--- src/rtl/crc_serial_engine_if.sv ---
// ---------------------------------------------------------------------------
// crc_serial_engine_if
// Request/result bundle for the bit-serial CRC engine.
//   START    request a run (sampled only while the engine is idle)
//   MODE     0 = generate, 1 = check (latched with START)
//   DATA_IN  message word (latched with START)
//   CRC_IN   received CRC for check mode (latched with START)
//   BUSY     run in progress
//   DONE     one-cycle pulse, result valid
//   CRC_OUT  final remainder, held until the next DONE
//   CRC_OK   check-mode pass flag, held until the next DONE
// master: requester side (front-end / bench); slave: the engine.
// ---------------------------------------------------------------------------
interface crc_serial_engine_if #(
    parameter int DATA_W = 16,
    parameter int CRC_W  = 16
);
    logic              START;
    logic              MODE;
    logic [DATA_W-1:0] DATA_IN;
    logic [CRC_W-1:0]  CRC_IN;
    logic              BUSY;
    logic              DONE;
    logic [CRC_W-1:0]  CRC_OUT;
    logic              CRC_OK;

    modport master (
        output START, MODE, DATA_IN, CRC_IN,
        input  BUSY, DONE, CRC_OUT, CRC_OK
    );

    modport slave (
        input  START, MODE, DATA_IN, CRC_IN,
        output BUSY, DONE, CRC_OUT, CRC_OK
    );
endinterface

--- src/rtl/crc_serial_engine.sv ---
// ---------------------------------------------------------------------------
// crc_serial_engine
// Bit-serial CRC generator/checker. One run shifts DATA_W message bits
// followed by CRC_W tail bits (zeros when generating, the received CRC when
// checking) through an MSB-first, non-reflected LFSR divider. No final XOR.
// Ports:
//   CLK    clock, rising edge
//   RESET  synchronous, active-low; aborts any run without a DONE
//   bus    crc_serial_engine_if.slave (START/MODE/DATA_IN/CRC_IN in,
//          BUSY/DONE/CRC_OUT/CRC_OK out)
// Latency: START sampled at edge E0 -> DONE high after edge E0+N+1,
// N = DATA_W + CRC_W. START is ignored while BUSY.
// ---------------------------------------------------------------------------
module crc_serial_engine #(
    parameter int               DATA_W = 16,
    parameter int               CRC_W  = 16,
    parameter logic [CRC_W-1:0] POLY   = 16'h1021,
    parameter logic [CRC_W-1:0] INIT   = 16'h0000
) (
    input  logic                 CLK,
    input  logic                 RESET,
    crc_serial_engine_if.slave   bus
);

    localparam int N     = DATA_W + CRC_W;
    localparam int CNT_W = $clog2(N + 1);

    localparam logic [1:0] IDLE   = 2'd0;
    localparam logic [1:0] SHIFT  = 2'd1;
    localparam logic [1:0] FINISH = 2'd2;

    logic [1:0]       state;
    logic [CNT_W-1:0] cnt;
    logic [N-1:0]     msg;      // latched message + tail, consumed MSB first
    logic [CRC_W-1:0] r;
    logic             mode_l;
    logic             busy;
    logic             done;
    logic [CRC_W-1:0] crc_out;
    logic             crc_ok;

    // One division step: shift in b, subtract (XOR) the polynomial when the
    // bit falling off the top is set.
    function automatic logic [CRC_W-1:0] crc_step(input logic [CRC_W-1:0] cur,
                                                  input logic             b);
        crc_step = {cur[CRC_W-2:0], b} ^ (cur[CRC_W-1] ? POLY : {CRC_W{1'b0}});
    endfunction

    always_ff @(posedge CLK) begin
        if (!RESET) begin
            state   <= IDLE;
            cnt     <= '0;
            msg     <= '0;
            r       <= '0;
            mode_l  <= 1'b0;
            busy    <= 1'b0;
            done    <= 1'b0;
            crc_out <= '0;
            crc_ok  <= 1'b0;
        end else begin
            done <= 1'b0;
            case (state)
                IDLE: begin
                    if (bus.START) begin
                        // Tail is the received CRC in check mode, zeros
                        // (augmentation) in generate mode.
                        msg    <= {bus.DATA_IN,
                                   (bus.MODE ? bus.CRC_IN : {CRC_W{1'b0}})};
                        mode_l <= bus.MODE;
                        r      <= INIT;
                        cnt    <= '0;
                        busy   <= 1'b1;
                        state  <= SHIFT;
                    end
                end
                SHIFT: begin
                    r   <= crc_step(r, msg[N-1]);
                    msg <= {msg[N-2:0], 1'b0};
                    cnt <= cnt + 1'b1;
                    if (cnt == CNT_W'(N - 1)) begin
                        state <= FINISH;
                    end
                end
                FINISH: begin
                    crc_out <= r;
                    crc_ok  <= mode_l & (r == {CRC_W{1'b0}});
                    done    <= 1'b1;
                    busy    <= 1'b0;
                    state   <= IDLE;
                end
                default: begin
                    state <= IDLE;
                end
            endcase
        end
    end

    assign bus.BUSY    = busy;
    assign bus.DONE    = done;
    assign bus.CRC_OUT = crc_out;
    assign bus.CRC_OK  = crc_ok;

endmodule

--- src/flat_wrapper.sv ---
// flat-port wrapper written by rule: the top's interface ports become plain ports
module crc_serial_engine_flat 
#(
    parameter int               DATA_W = 16,
    parameter int               CRC_W  = 16,
    parameter logic [CRC_W-1:0] POLY   = 16'h1021,
    parameter logic [CRC_W-1:0] INIT   = 16'h0000
)
  (CLK, RESET, bus_START, bus_MODE, bus_DATA_IN, bus_CRC_IN, bus_BUSY, bus_DONE, bus_CRC_OUT, bus_CRC_OK);
  crc_serial_engine_if #(.DATA_W(DATA_W), .CRC_W(CRC_W)) bus_i ();
  input  logic CLK;
  input  logic RESET;
  input wire logic [$bits(bus_i.START)-1:0] bus_START;
  input wire logic [$bits(bus_i.MODE)-1:0] bus_MODE;
  input wire logic [$bits(bus_i.DATA_IN)-1:0] bus_DATA_IN;
  input wire logic [$bits(bus_i.CRC_IN)-1:0] bus_CRC_IN;
  output wire logic [$bits(bus_i.BUSY)-1:0] bus_BUSY;
  output wire logic [$bits(bus_i.DONE)-1:0] bus_DONE;
  output wire logic [$bits(bus_i.CRC_OUT)-1:0] bus_CRC_OUT;
  output wire logic [$bits(bus_i.CRC_OK)-1:0] bus_CRC_OK;
  assign bus_i.START = bus_START;
  assign bus_i.MODE = bus_MODE;
  assign bus_i.DATA_IN = bus_DATA_IN;
  assign bus_i.CRC_IN = bus_CRC_IN;
  assign bus_BUSY = bus_i.BUSY;
  assign bus_DONE = bus_i.DONE;
  assign bus_CRC_OUT = bus_i.CRC_OUT;
  assign bus_CRC_OK = bus_i.CRC_OK;
  crc_serial_engine #(.DATA_W(DATA_W), .CRC_W(CRC_W), .POLY(POLY), .INIT(INIT)) u_core (.CLK(CLK), .RESET(RESET), .bus(bus_i));
endmodule
--- config.mk ---
export PLATFORM = sky130hd
export DESIGN_NAME = crc_serial_engine_flat
export DESIGN_NICKNAME = d
export VERILOG_FILES = /design/src/rtl/crc_serial_engine_if.sv /design/src/rtl/crc_serial_engine.sv /design/src/flat_wrapper.sv
export SDC_FILE = /design/constraint.sdc
export NUM_CORES = 1
export LEC_CHECK = 0
export CORE_ASPECT_RATIO = 0.5
export CORE_MARGIN = 1.5
export CORE_UTILIZATION = 54
export CTS_BUF_LIST = sky130_fd_sc_hd__clkbuf_4
export CTS_CLUSTER_SIZE = 40
export DETAILED_ROUTE_END_ITERATION = 12
export GPL_ROUTABILITY_DRIVEN = 0
export HOLD_SLACK_MARGIN = 0.03
export PLACE_DENSITY = 0.8
export SYNTH_ARGS = -nofsm -noshare
export SYNTH_HDL_FRONTEND = slang
export SYNTH_SLANG_ARGS = --single-unit
export TNS_END_PERCENT = 10
--- constraint.sdc ---
create_clock -name CLK -period 1.8 [get_ports CLK]
set_clock_uncertainty 0.15 [all_clocks]
set_input_delay 0.54 -clock CLK [delete_from_list [all_inputs] [get_ports CLK]]
set_output_delay 0.54 -clock CLK [all_outputs]
set_load 0.02 [all_outputs]
==> out/results.tsv <==
metric	value	unit
vias_per_cell	5.71	
cts_tree	done	
cp-end-kind	output pin	
ys_seq_area_frac	0.491	
hold_path_class	flop to flop	
worst_slew_pin_slew	0.576	ns
initial_utilization	0.562	
drv_slew	0	
cp_top_family	flip-flops	
final.min_clock_period	1.75	ns
syn_avg_cell_area	9.63	um^2
clockBufferDepth	2	
ctsHoldBuffers	0	
drt_wl_total	6730	um
drtIter0Drc	158	
diodes	0	
grt.total_usage	0.229	
arrival	1.06	ns
yosysMostFrequentCell	dfxtp_1	
routed-wl-met3	379	um
rsz0062_at_grt	no	
cellPowerDensity	849	mW/mm^2
fmax	573	MHz
required	1.11	ns
hold_viol_final	0	
grt_pass1_vias	2434	
slowest_stage	dfxtp_1	
path_cells	clkdlybuf4s15_1	
fin_ws	0.0541	ns
crit_type	flop to output pin	
synth_common_cells	dfxtp_1 (76), nand2_1 (38), a22o_1 (29), nor2_1 (29), a21oi_1 (27)	
worst_setup_hold_path_clk_slew	0.11	ns
routed.top_layer	met4	
vias	2600	
area_growth	23.7	%
cp_max_fo	2	
grt_start_max_net_pins	36	
dr.pass1.iters	5	
dr_wl_met2	3160	um
vdd_ir_drop_max	0.398	mV
ys_warn_count	0	
htreeDepth	3	
fp.dieW	110	um
start_kind	flop	
m1WireLength	3110	um
p_leak	0.00145	uW
core	0.00552	mm^2
synth_async_sr_flop_share	0	
finalSetupViolCount	0	
synthDistinctLibCells	41	
synth_edf_count	0	
antenna_found_initial	0	
syn-num-nets	359	
die_y	56.6	um
synthTopCellsByArea	dfxtp_1 (49%), a22o_1 (8.2%), nand2_1 (4.6%)	
fin_nets	415	
post-place-ws	-0.450	ns
port_buffers	54	
relSlewSlack	0.615	
fin_hold_ws	0.310	ns
syn_inst	322	
synth_top_cell_by_area	dfxtp_1	
wl_per_cell	14.8	um
synth_area	0.00310	mm^2
ys.flop_type	dfxtp_1	
cts_root_buffer	clkbuf_4	
grt_pass1_wl	11000	um
layout-drive-gt1-share	0.165	
synth_top_cell_area_share	0.491	
ys_seq_elements	76	
drt.antenna.violating_nets	0	
post_cts_buffers	0	
core.rowCount	19	
period_share	0.970	
status	completed	
die_area	0.00623	mm^2
cap_violations	0	
overflow	0	
max_stage_delay	0.34	ns
post-dp-hpwl	4610	um
drc	0	
ios	55	
cts_sinks	76	
cts_buffers	9	
path_buf_inv	1	
clkLatencyLatePin	0.42	ns
cell usage in the layout, fill, tap and decap left out, types with 2 or more instances in the layout:
cell	instances
clkbuf_4	9
bufinv_16	2
clkdlybuf4s15_1	3
nand3_1	8
nand2_1	38
nand2b_1	4
dfxtp_1	76
buf_4	15
a22oi_1	4
nor4b_1	2
a21o_1	15
a21oi_1	27
o221ai_1	5
or3_1	3
nor2b_1	3
o211ai_1	2
clkdlybuf4s50_1	35
xor2_1	3
a22o_1	29
o21ai_0	2
nor4_1	3
clkdlybuf4s15_2	2
buf_12	3
clkbuf_2	14
nand4b_1	16
nor2_2	2
o221ai_2	8
nor2_1	28
clkinv_1	2
state kept, by name, summed over array words and instances (netlist names):
signal and count:
u_core.bus.DONE 1, u_core.r 16, u_core.cnt 6, u_core.mode_l 1, u_core.msg 32, u_core.bus.CRC_OK 1, u_core.bus.BUSY 1, u_core.bus.CRC_OUT 16
u_core.state 2
metal layers:
layer	GRT usage	vias to the layer above
met5	0	-
met4	0.0678	0
met3	0.0767	9
met2	0.381	78
met1	0.282	1220
li1	-	1293
worst paths after layout:
check / cells after the start / end / slack (ns) / startpoint
max: 1 / bus_CRC_OUT[5] / 0.05 / u_core.bus.CRC_OUT[5]$_SDFFE_PN0P_
min: 2 / u_core.msg[2]$_SDFFE_PN0P_ / 0.31 / u_core.msg[2]$_SDFFE_PN0P_
max reg2reg: 5 / u_core.cnt[0]$_SDFFE_PN0P_ / 0.16 / u_core.state[0]$_SDFFE_PN0P_
min reg2reg: 2 / u_core.msg[2]$_SDFFE_PN0P_ / 0.31 / u_core.msg[2]$_SDFFE_PN0P_
final cells by class:
type	count	area [um^2]
Clock buffer	9	67.6
Clock inverter	6	80.1
Fill cell	454	1680
Inverter	2	7.51
Multi-Input combinational cell	217	1420
Sequential cell	76	1520
Tap cell	73	91.3
Timing Repair Buffer	72	646
kinds of logic after synthesis:
family,share of synthesized area
compound gates,0.249
xor+xnor,0.00848
fa+ha+maj,0.00403
buf+inv,0.0533
flops,0.491
mux,0.00323
simple gates,0.191
stage by stage:
step                 util  cells  setup TNS [ns]  total power (uW)  instance area (um^2)
detailed placement  0.679    440          -20.72              2190                  3750
finish              0.695    455               0              3260                  3830
global placement    0.679    440          -17.95              2170                  3750
global route        0.695    455               0              3380                  3830
floorplan               -    322               0              2040                  3100
CTS                 0.706    455               0              3280                  3890
power breakdown:
group / switching [uW] / internal (uW) / total (uW)
combinational: 186 / 192 / 378
sequential: 39.8 / 1740 / 1780
clock: 555 / 544 / 1100
what timing repair did:
action | 4_1_cts | 5_1_grt
setup endpoints to repair | 19 | 30
cloned | 0 | 0
resized for setup | 37 | 19
Note: power is estimated with default switching activity, not from simulation.
